### src/rtl/midi_stream_decoder_pkg.sv
`default_nettype none
// ============================================================================
//  Module      : midi_stream_decoder_pkg
//  Description : Shared MIDI definitions used by the stream decoder and its
//                byte classifier.
//                - status nibble codes for the channel-voice messages
//                - byte-range markers for system traffic
//                - decoder FSM state type
//                - event payload structures (note, control change, bend)
//                - helper returning the data-byte count of a status nibble
//  Revision    : 1.0  initial release
// ============================================================================
package midi_stream_decoder_pkg;

  // Natural width of a MIDI data field (7 bits, MSB of the byte is 0).
  localparam int MIDI_DATA_W = 7;

  // Channel-voice status nibbles (upper nibble of the status byte).
  localparam logic [3:0] NOTE_OFF         = 4'h8;
  localparam logic [3:0] NOTE_ON          = 4'h9;
  localparam logic [3:0] POLY_PRESSURE    = 4'hA;
  localparam logic [3:0] CONTROL_CHANGE   = 4'hB;
  localparam logic [3:0] PROGRAM_CHANGE   = 4'hC;
  localparam logic [3:0] CHANNEL_PRESSURE = 4'hD;
  localparam logic [3:0] PITCH_BEND       = 4'hE;

  // System byte ranges.
  localparam logic [7:0] SYSEX_START  = 8'hF0;
  localparam logic [7:0] REALTIME_MIN = 8'hF8;

  // Encoding of the leading bit of a note_change event.
  localparam logic NOTE_EVT_OFF = 1'b0;
  localparam logic NOTE_EVT_ON  = 1'b1;

  // Decoder framing state.
  typedef enum logic [1:0] {
    DEC_IDLE    = 2'd0,
    DEC_WAIT_D1 = 2'd1,
    DEC_WAIT_D2 = 2'd2,
    DEC_SYSEX   = 2'd3
  } dec_state_t;

  typedef struct packed {
    logic                   on;
    logic [MIDI_DATA_W-1:0] note;
    logic [MIDI_DATA_W-1:0] velocity;
  } note_change_t;

  typedef struct packed {
    logic [MIDI_DATA_W-1:0] controller;
    logic [MIDI_DATA_W-1:0] value;
  } control_change_t;

  typedef struct packed {
    logic [MIDI_DATA_W-1:0] msb;
    logic [MIDI_DATA_W-1:0] lsb;
  } pitch_bend_t;

  // Number of data bytes that follow a channel status with this nibble.
  // Program change and channel pressure carry a single byte; everything
  // else in the channel-voice range carries two.
  function automatic logic [1:0] status_data_count(input logic [3:0] nibble);
    logic [1:0] count;
    count = 2'd2;
    if (nibble == PROGRAM_CHANGE || nibble == CHANNEL_PRESSURE) begin
      count = 2'd1;
    end
    return count;
  endfunction

endpackage
`default_nettype wire

### src/rtl/midi_stream_decoder_byte_classifier.sv
`default_nettype none
// ============================================================================
//  Module      : midi_byte_classifier
//  Description : Purely combinational classification of one MIDI byte.
//                Exactly one of the is_* flags is high for any byte.
//  Ports       : byte_in           in   8  byte to classify
//                is_realtime       out  1  0xF8-0xFF
//                is_sysex_start    out  1  0xF0
//                is_system_common  out  1  0xF1-0xF7
//                is_channel_status out  1  0x80-0xEF
//                is_data           out  1  0x00-0x7F
//                data_count        out  2  data bytes following a channel
//                                          status (0 for other classes)
//  Revision    : 1.0  initial release
// ============================================================================
module midi_byte_classifier
  import midi_stream_decoder_pkg::*;
(
  input  logic [7:0] byte_in,
  output logic       is_realtime,
  output logic       is_sysex_start,
  output logic       is_system_common,
  output logic       is_channel_status,
  output logic       is_data,
  output logic [1:0] data_count
);

  always_comb begin
    is_realtime       = 1'b0;
    is_sysex_start    = 1'b0;
    is_system_common  = 1'b0;
    is_channel_status = 1'b0;
    is_data           = 1'b0;
    data_count        = 2'd0;

    if (!byte_in[7]) begin
      is_data = 1'b1;
    end else if (byte_in >= REALTIME_MIN) begin
      is_realtime = 1'b1;
    end else if (byte_in == SYSEX_START) begin
      is_sysex_start = 1'b1;
    end else if (byte_in[7:4] == 4'hF) begin
      is_system_common = 1'b1;
    end else begin
      is_channel_status = 1'b1;
      data_count        = status_data_count(byte_in[7:4]);
    end
  end

endmodule
`default_nettype wire

### src/rtl/midi_stream_decoder.sv
`default_nettype none
// ============================================================================
//  Module      : midi_stream_decoder
//  Description : Frames a received MIDI byte stream into channel-voice
//                messages (with running status), filters them by channel
//                and emits registered single-cycle note / control-change /
//                pitch-bend events. Real-time bytes are transparent;
//                system-exclusive payload is swallowed.
//  Ports       : clock          in   1            system clock
//                reset          in   1            synchronous, active high
//                rx_valid       in   1            rx_byte valid strobe
//                rx_byte        in   8            received byte
//                omni           in   1            accept every channel
//                channel_select in   CW           channel when omni=0
//                note_valid     out  1            note event strobe
//                note_change    out  1+2*DW       {on, note, velocity}
//                cc_valid       out  1            control-change strobe
//                control_change out  2*DW         {controller, value}
//                bend_valid     out  1            pitch-bend strobe
//                pitch_bend     out  2*DW         {msb, lsb}, centre 0x2000
//  Revision    : 1.0  initial release
// ============================================================================
module midi_stream_decoder
  import midi_stream_decoder_pkg::*;
#(
  parameter int DATA_WIDTH        = 7,
  parameter int CHANNEL_WIDTH     = 4,
  parameter int RUNNING_STATUS_EN = 1,
  parameter int PITCH_BEND_EN     = 1
) (
  input  logic                       clock,
  input  logic                       reset,
  input  logic                       rx_valid,
  input  logic [7:0]                 rx_byte,
  input  logic                       omni,
  input  logic [CHANNEL_WIDTH-1:0]   channel_select,
  output logic                       note_valid,
  output logic [2*DATA_WIDTH:0]      note_change,
  output logic                       cc_valid,
  output logic [2*DATA_WIDTH-1:0]    control_change,
  output logic                       bend_valid,
  output logic [2*DATA_WIDTH-1:0]    pitch_bend
);

  localparam logic RS_ON   = (RUNNING_STATUS_EN != 0);
  localparam logic BEND_ON = (PITCH_BEND_EN != 0);

  // --------------------------------------------------------------------------
  // Byte classification
  // --------------------------------------------------------------------------
  logic       cls_realtime;
  logic       cls_sysex_start;
  logic       cls_system_common;
  logic       cls_channel_status;
  logic       cls_data;
  logic [1:0] cls_data_count;

  midi_byte_classifier u_classifier (
    .byte_in           (rx_byte),
    .is_realtime       (cls_realtime),
    .is_sysex_start    (cls_sysex_start),
    .is_system_common  (cls_system_common),
    .is_channel_status (cls_channel_status),
    .is_data           (cls_data),
    .data_count        (cls_data_count)
  );

  // --------------------------------------------------------------------------
  // Framing state
  // --------------------------------------------------------------------------
  dec_state_t            state;
  logic [7:0]            status_reg;   // last channel status byte
  logic                  rs_valid;     // status_reg usable for running status
  logic                  one_byte;     // status_reg message carries one byte
  logic [DATA_WIDTH-1:0] d1_reg;

  // Combinational view of what the current data byte does.
  logic                  take_d1;
  logic                  complete;
  logic [DATA_WIDTH-1:0] evt_d1;
  logic [DATA_WIDTH-1:0] evt_d2;
  logic                  chan_match;

  always_comb begin
    take_d1  = 1'b0;
    complete = 1'b0;
    evt_d1   = d1_reg;
    evt_d2   = '0;

    if (rx_valid && cls_data) begin
      case (state)
        // A data byte with no preceding status only counts when running
        // status is enabled and a channel status is still remembered.
        DEC_IDLE:    take_d1 = RS_ON && rs_valid;
        DEC_WAIT_D1: take_d1 = 1'b1;
        DEC_WAIT_D2: begin
          complete = 1'b1;
          evt_d2   = rx_byte[DATA_WIDTH-1:0];
        end
        default:     take_d1 = 1'b0;   // SysEx payload is discarded
      endcase

      if (take_d1) begin
        evt_d1   = rx_byte[DATA_WIDTH-1:0];
        complete = one_byte;
      end
    end
  end

  assign chan_match = omni || (status_reg[CHANNEL_WIDTH-1:0] == channel_select);

  always_ff @(posedge clock) begin
    if (reset) begin
      state      <= DEC_IDLE;
      status_reg <= '0;
      rs_valid   <= 1'b0;
      one_byte   <= 1'b0;
      d1_reg     <= '0;
    end else if (rx_valid) begin
      if (cls_realtime) begin
        // Real-time bytes leave framing untouched.
        state <= state;
      end else if (cls_sysex_start) begin
        rs_valid <= 1'b0;
        state    <= DEC_SYSEX;
      end else if (cls_system_common) begin
        rs_valid <= 1'b0;
        state    <= DEC_IDLE;
      end else if (cls_channel_status) begin
        // A new status simply restarts framing; any partial message is lost.
        status_reg <= rx_byte;
        rs_valid   <= 1'b1;
        one_byte   <= (cls_data_count == 2'd1);
        state      <= DEC_WAIT_D1;
      end else begin
        if (take_d1) begin
          d1_reg <= rx_byte[DATA_WIDTH-1:0];
        end
        if (complete) begin
          state <= DEC_IDLE;
        end else if (take_d1) begin
          state <= DEC_WAIT_D2;
        end
      end
    end
  end

  // --------------------------------------------------------------------------
  // Registered event outputs. Payloads only change when their strobe fires.
  // --------------------------------------------------------------------------
  always_ff @(posedge clock) begin
    if (reset) begin
      note_valid     <= 1'b0;
      note_change    <= '0;
      cc_valid       <= 1'b0;
      control_change <= '0;
      bend_valid     <= 1'b0;
      pitch_bend     <= '0;
    end else begin
      note_valid <= 1'b0;
      cc_valid   <= 1'b0;
      bend_valid <= 1'b0;

      if (complete && chan_match) begin
        case (status_reg[7:4])
          NOTE_ON: begin
            note_valid <= 1'b1;
            // Note-on with zero velocity is the conventional note-off.
            if (evt_d2 == '0) begin
              note_change <= {NOTE_EVT_OFF, evt_d1, {DATA_WIDTH{1'b0}}};
            end else begin
              note_change <= {NOTE_EVT_ON, evt_d1, evt_d2};
            end
          end
          NOTE_OFF: begin
            note_valid  <= 1'b1;
            note_change <= {NOTE_EVT_OFF, evt_d1, evt_d2};
          end
          CONTROL_CHANGE: begin
            cc_valid       <= 1'b1;
            control_change <= {evt_d1, evt_d2};
          end
          PITCH_BEND: begin
            if (BEND_ON) begin
              bend_valid <= 1'b1;
              pitch_bend <= {evt_d2, evt_d1};
            end
          end
          POLY_PRESSURE: begin
            // Framed for correct byte alignment, but not forwarded.
            note_valid <= 1'b0;
          end
          default: begin
            note_valid <= 1'b0;
          end
        endcase
      end
    end
  end

endmodule
`default_nettype wire

### config.mk
export PLATFORM = sky130hd
export DESIGN_NAME = midi_stream_decoder
export DESIGN_NICKNAME = d
export VERILOG_FILES = /design/src/rtl/midi_stream_decoder_pkg.sv /design/src/rtl/midi_stream_decoder_byte_classifier.sv /design/src/rtl/midi_stream_decoder.sv
export SDC_FILE = /design/constraint.sdc
export NUM_CORES = 1
export LEC_CHECK = 0
export CAP_MARGIN = 40
export CORE_MARGIN = 3
export CORE_UTILIZATION = 50
export DETAILED_ROUTE_END_ITERATION = 10
export PLACE_DENSITY = 0.77
export SETUP_SLACK_MARGIN = 0.1
export SYNTH_ARGS = -nofsm -noshare
export SYNTH_HDL_FRONTEND = slang
export SYNTH_SLANG_ARGS = --single-unit
### constraint.sdc
create_clock -name clock -period 2 [get_ports clock]
set_input_delay 0.4 -clock clock [delete_from_list [all_inputs] [get_ports clock]]
set_output_delay 0.4 -clock clock [all_outputs]
set_load 0.05 [all_outputs]
==> results.md, run 1 <==
- Largest registers: note_change: 15 flops, control_change: 14 flops, pitch_bend: 14 flops
- Postcts setup bufs: 0
- Maxcap violations: 0
- Synthesized Nets: 289
- Top cells by area, synth: dfxtp_1 46%, mux2i_1 16%, nand2b_1 9.8%
- IO Port Bufs: slightly above 60
- Drt via density: roughly 5.2
- Max stage delay on crit path: slightly above 0.8 ns
- Final hold violations: 0
- Post-synth EDFFs: 0
- Worst-path clk slew: ~0.07 ns
- Worst R2R Setup Slack: between 0.3 and 0.4 ns
- CP top delay family: buffers and inverters
- Peak Freq: ~530 MHz
- GRT Util Overall: 0.223
- Routed Antenna Nets: 0
- Register area share after synthesis: 0.463
- Final min period: 1.87 ns
- Post-synth top area cell: dfxtp_1
- Yosys warns: 0
- Number of setup violations in the final report: 0
- Fin Clk Skew: between 0.005 and 0.006 ns
- Slew Viols, Final: 0
- Share of flip-flops with an asynchronous set or reset: 0
- Tcrit/Tclk final: 0.936
- Ports: between 60 and 70
- Slew headroom: 0.639
- Non-Filler Instances: roughly 430
- PwrDens: ~650 mW/mm2
- Critical Path Sink Type: primary output
- Via count: ~2,300
- Antenna Diode Count: 0
- Syn_area_per_cell: 10.3 um2
- Root Buffer: clkbuf_8
- Most numerous cell in the Yosys netlist: dfxtp_1
- Hold depth: 2
- Ys flop type: dfxtp_1
- Core box area: between 0.005 and 0.006 mm2
- CP Depth: 1
- CP Data Arrival Time: 1.47 ns
- Initial antenna violation count: 0
- Critical Path RT: 1.60 ns
- WP buf/inv: 1
- First-pass GRT wire length: about 11,000 um
- Synth cell types: 40
- Largest reg by FF count: note_change
- Synth Register Bits: between 60 and 70
- Worst-case reg-to-reg path depth: 5
- Initial Util: 0.533
- Vias in the first global route: ~2,200
- RD Place Congestion: between 0.9 and 1
- Die span in y: just over 80 um
- Status: completed
- DR WL/cell: between 15 and 20 um
- Hold_buf cts: 0
- Critical path type: reg2out
- Slowest-stage cell, CP: clkdlybuf4s50_1
- DRC violations left: 0
- CTS tree: done
- Die Footprint: 0.00656 mm2
- Std-Cell Rows: 26
- Unrepaired setup endpoints after global routing: false
- Max reg flops: 15
- DP Cell Count: approximately 420
- Worst-path maximum fanout: 2
- Drt total wl: between 6000 and 7000 um
- Die Span X: 81.0 um
- Post-DP HPWL: 4630 um
- Worst min-delay path class: reg2reg
- Post-synth top area share: 0.463
- Cell Area, Synth: 0.00281 mm2
- Clk Latency, worst-skew pair: between 0.3 and 0.4 ns
- CTS Sinks: between 60 and 70
- CTS buffer count: 9
- H-tree depth: 3
- GR Overflow Total: 0
- Critical-path cell list: clkdlybuf4s50_1
- Layout Nets: between 300 and 400
- Largest net degree at the start of global routing: 45
- Post-Synthesis Cells: around 270
- Clk buf depth: 2
- DRT Pass-1 Iters: 4
- Startpoint types: flop
- Max IR drop VDD: 455 uV
- Share of layout cells above drive strength 1: 0.152
- Slew @ Worst Pin: 0.544 ns
- Synth top cells by count: 65 x dfxtp_1, 44 x mux2i_1, 44 x nand2b_1, 18 x nand2_1, 11 x a21oi_1
- Detailed Route Iter0 Violations: between 100 and 150
- Area grow syn2layout: 40.5%
- Setup tns final: 0 ns
- Leakage: between 2 and 2.5 nW
[worst paths after layout]
check	endpoint	startpoint
max	note_change[9]	note_change[9]
min	note_change[10]	note_change[10]
max reg2reg	control_change[10]	status_reg[0]
min reg2reg	note_change[10]	note_change[10]
[report_power, final]
group          switching (W)  internal, W
Clock               0.000465     0.000544
Sequential         0.0000168      0.00131
Combinational       0.000118     0.000116
Total               0.000599      0.00197
[cells in the final DEF (no fill, tap or decap), types with 3 or more instances in the layout]
master and instances:
a21boi_0 7, clkbuf_8 12, nor3_1 3, buf_4 24, dlygate4sd2_1 4, buf_12 5
dfxtp_1 65, clkdlybuf4s50_1 26, a21oi_1 11, dlymetal6s2s_1 31, mux2i_1 44, inv_1 9
nand2_1 18, and3_1 7, o21bai_1 7, o21ai_0 10, nor2_1 5, nand2b_1 44
[through the flow]
step	hold slack [ns]	util	area, um2	setup WS (ns)	total power, W
floorplan	0.450	-	2810	0.347	0.00148
CTS	0.477	0.735	3870	0.101	0.00259
detailed placement	0.461	0.701	3700	-0.141	0.00159
global route	0.487	0.750	3950	0.0871	0.00267
finish	0.471	0.750	3950	0.128	0.00257
global placement	0.459	0.701	3700	-0.0465	0.00158
[what timing repair did]
item                                    4_1_cts  5_1_grt
gates resized for setup                       4       31
endpoints found under the setup margin        4       31
cloned                                        0        0
[layer usage]
metal / part of all wire / global-route usage
met5: 0 / 0
met4: 0.018 / 0.0963
met3: 0.039 / 0.0410
met2: 0.48 / 0.356
met1: 0.46 / 0.296
[cell families (layout without fill, tap and decap cells)]
family,Yosys count,after routing,share of synthesized area
xor gates and xnor gates,4,4,0.0178
DFF,65,65,0.463
and+or+nand+nor,95,95,0.212
buffers and inverters,24,114,0.0454
AOI/OAI and AO/OA,41,41,0.105
muxes,44,44,0.157
[cell type report]
class / count / area, um2
fillers: 395 / 1320
clock buffers: 13 / 169
well taps: 70 / 87.6
inverters: 9 / 33.8
repair buffers: 90 / 963
multi-input cells: 184 / 1380
clock inverters: 2 / 12.5
flip-flops and latches: 65 / 1300
Note: power is estimated with default switching activity, not from simulation.
==> run 2: changes to the inputs <==
GPL_TIMING_DRIVEN = 0   (was default)
clock period = 2.4 ns   (was 2 ns; I/O delays follow)
==> run 2 against run 1 <==
Against the previous run:
- sequential power decreased by 17%
- die area unchanged
- critical path type is now in2reg
- wire length is 7.2% lower
- first-iteration DRC count is 22% lower
- largest cell class unchanged
- clock power fell by 18%
- largest power group unchanged
- register-to-register slack improved by 0.18 ns
- flip-flop and latch count did not move
- count of clock-buffer cells in the layout down 4
- highest routed layer unchanged
- utilization decreased by 5.2 points
- non-clock buffer count down 15
==> results.md, run 2 (same netlist as run 1, synthesis figures left out) <==
- Setup tns final: 0 ns
- CTS tree: done
- P_sw: approximately 0.00055 W
- Postcts setup bufs: 0
- Worst-path maximum fanout: 10
- Unrepaired setup endpoints after global routing: false
- Maxcap violations: 0
- Worst R2R Setup Slack: about 0.55 ns
- DRC violations left: 0
- Largest reg by FF count: note_change
- Worst min-delay path class: reg2reg
- Largest registers: note_change: 15 flops, control_change: 14 flops, pitch_bend: 14 flops
- Slew @ Worst Pin: approximately 0.67 ns
- Proportion of power drawn by flip-flops and latches: 0.528
- Hold_sp: pitch_bend[13]
- Hold_buf cts: 0
- RD Place Congestion: roughly 0.90
- Seq. cell area: approximately 0.0013 mm2
- Die Footprint: ~0.0066 mm2
- Critical Path Sink Type: flop
- Critical-path cell list: clkdlybuf4s50_1, xnor2_1, a41oi_4, nor3b_4, buf_8, mux2i_1
- Share of layout cells above drive strength 1: 0.0946
- RR Endpoint: control_change[5]
- CP Data Arrival Time: between 2 and 2.5 ns
- Tcrit/Tclk final: 0.872
- Final min period: 2.09 ns
- Slowest-stage cell, CP: nor3b_4
- Hold depth: 2
- Ports: 62
- PwrDens: ~570 mW/mm2
- Clock network power share: 0.394
- Post-DP HPWL: approximately 4500 um
- P_int: about 0.0015 W
- Commonest non-fill, non-tap cells in the layout: 65 x dfxtp_1, 60 x clkdlybuf4s50_1, 44 x nand2b_1, 44 x mux2i_1, 18 x nand2_1
- Root Buffer: clkbuf_8
- Vias in the first global route: about 2,200
- IO Port Bufs: 60
- DR WL/cell: about 15 um
- Die Span X: 81.0 um
- Peak Freq: between 400 and 500 MHz
- Via count: ~2,200
- Leakage: about 1.3 nW
- Critical path type: in2reg
- Max IR drop VDD: roughly 560 uV
- Std-Cell Rows: 26
- Worst-case reg-to-reg path depth: 5
- DP Cell Count: between 400 and 500
- Commonest non-fill, non-tap cell in the layout: dfxtp_1
- Drt via density: 5.28
- Max reg flops: 15
- Initial antenna violation count: 0
- Slew headroom: 0.548
- Initial Util: 0.533
- Antenna Diode Count: 0
- Largest net degree at the start of global routing: 14
- GR Overflow Total: 0
- Fin Clk Skew: 0.00854 ns
- Max stage delay on crit path: roughly 0.5 ns
- Drt total wl: between 6000 and 7000 um
- Core box area: about 0.0053 mm2
- GRT Util Overall: 0.217
- Number of setup violations in the final report: 0
- Clk Latency, worst-skew pair: about 0.34 ns
- H-tree depth: 3
- Comb power frac: 0.078
- Startpoint types: input pin
- Critical Path RT: 2.67 ns
- Area grow syn2layout: 30.8%
- Worst hold endpoint: pitch_bend[13]
- Clk buf depth: 2
- Non-Filler Instances: approximately 420
- Detailed Route Iter0 Violations: 102
- CTS Sinks: 65
- Die span in y: 81.0 um
- First-pass GRT wire length: roughly 11,000 um
- Routed Antenna Nets: 0
- Final hold violations: 0
- Switching power share of the total: 0.262
- CTS buffer count: 9
- R2r startpoint: status_reg[0]
- Worst-path clk slew: roughly 0.08 ns
- DRT Pass-1 Iters: 4
- Post-CTS Resized: 0
- Layout fillers: around 450
- Status: completed
- Layout Nets: 360
- Area of the multi-input gates: around 0.0014 mm2
- Slew Viols, Final: 0
==> run 2: changes by cell type in the layout (fill, tap and decap cells not counted), sizes merged, moves of 2 or more <==
cell           change
clkinvlp           +2
dlymetal6s2s      -31
clkdlybuf4s50     +34
clkbuf             +5
inv                +2
dlygate4sd2        -4
buf               -23
==> run 2: stage by stage <==
step	cell area, um2	setup slack (ns)	total power [W]	hold slack (ns)	util
floorplan	2810	0.667	0.00123	0.450	-
global placement	3500	-0.0390	0.00129	0.461	0.664
detailed placement	3500	-0.0925	0.00130	0.462	0.664
CTS	3680	0.259	0.00211	0.479	0.698
global route	3680	0.191	0.00220	0.491	0.698
finish	3680	0.308	0.00210	0.474	0.698
==> run 2: area by class of cell <==
| type | instances | share of cell area |
|---|---|---|
| Multi-Input combinational cell | 184 | 0.376 |
| Sequential cell | 65 | 0.354 |
| Timing Repair Buffer | 60 | 0.163 |
| Clock buffer | 9 | 0.0337 |
| Buffer | 15 | 0.0255 |
| Tap cell | 70 | 0.0238 |
| Clock inverter | 7 | 0.0146 |
| Inverter | 9 | 0.00919 |
==> run 2: per-layer routing <==
layer	GRT usage	part of all wire	wire, um
met5	0	0	0
met4	0.0642	0.015	99
met3	0.0643	0.057	364
met2	0.376	0.47	3040
met1	0.259	0.45	2930
==> run 2: critical path: cells and delay by family <==
family | cells | cell delay (ns)
mux | 1 | 0.21
simple gates | 1 | 0.50
xor+xnor | 1 | 0.28
buf+inv | 2 | 0.64
compound gates | 1 | 0.25
==> run 2: worst max-delay path by stage <==
stage / slack [ns] / startpoint / endpoint
5_1_grt: 0.19 / channel_select[0] / control_change[5]
3_5_place_dp: -0.09 / channel_select[0] / control_change[5]
4_1_cts: 0.26 / channel_select[0] / control_change[5]
6_report: 0.31 / channel_select[0] / control_change[5]
3_3_place_gp: -0.04 / reset / status_reg[7]
2_1_floorplan: 0.67 / channel_select[0] / note_change[0]
==> run 2: power by group through the flow <==
stage               clock [W]  sequential [W]  combinational (W)
floorplan                   0         0.00113           0.000102
global placement            0         0.00113           0.000160
detailed placement          0         0.00113           0.000162
CTS                  0.000843         0.00111           0.000163
global route         0.000907         0.00111           0.000180
finish               0.000827         0.00111           0.000163
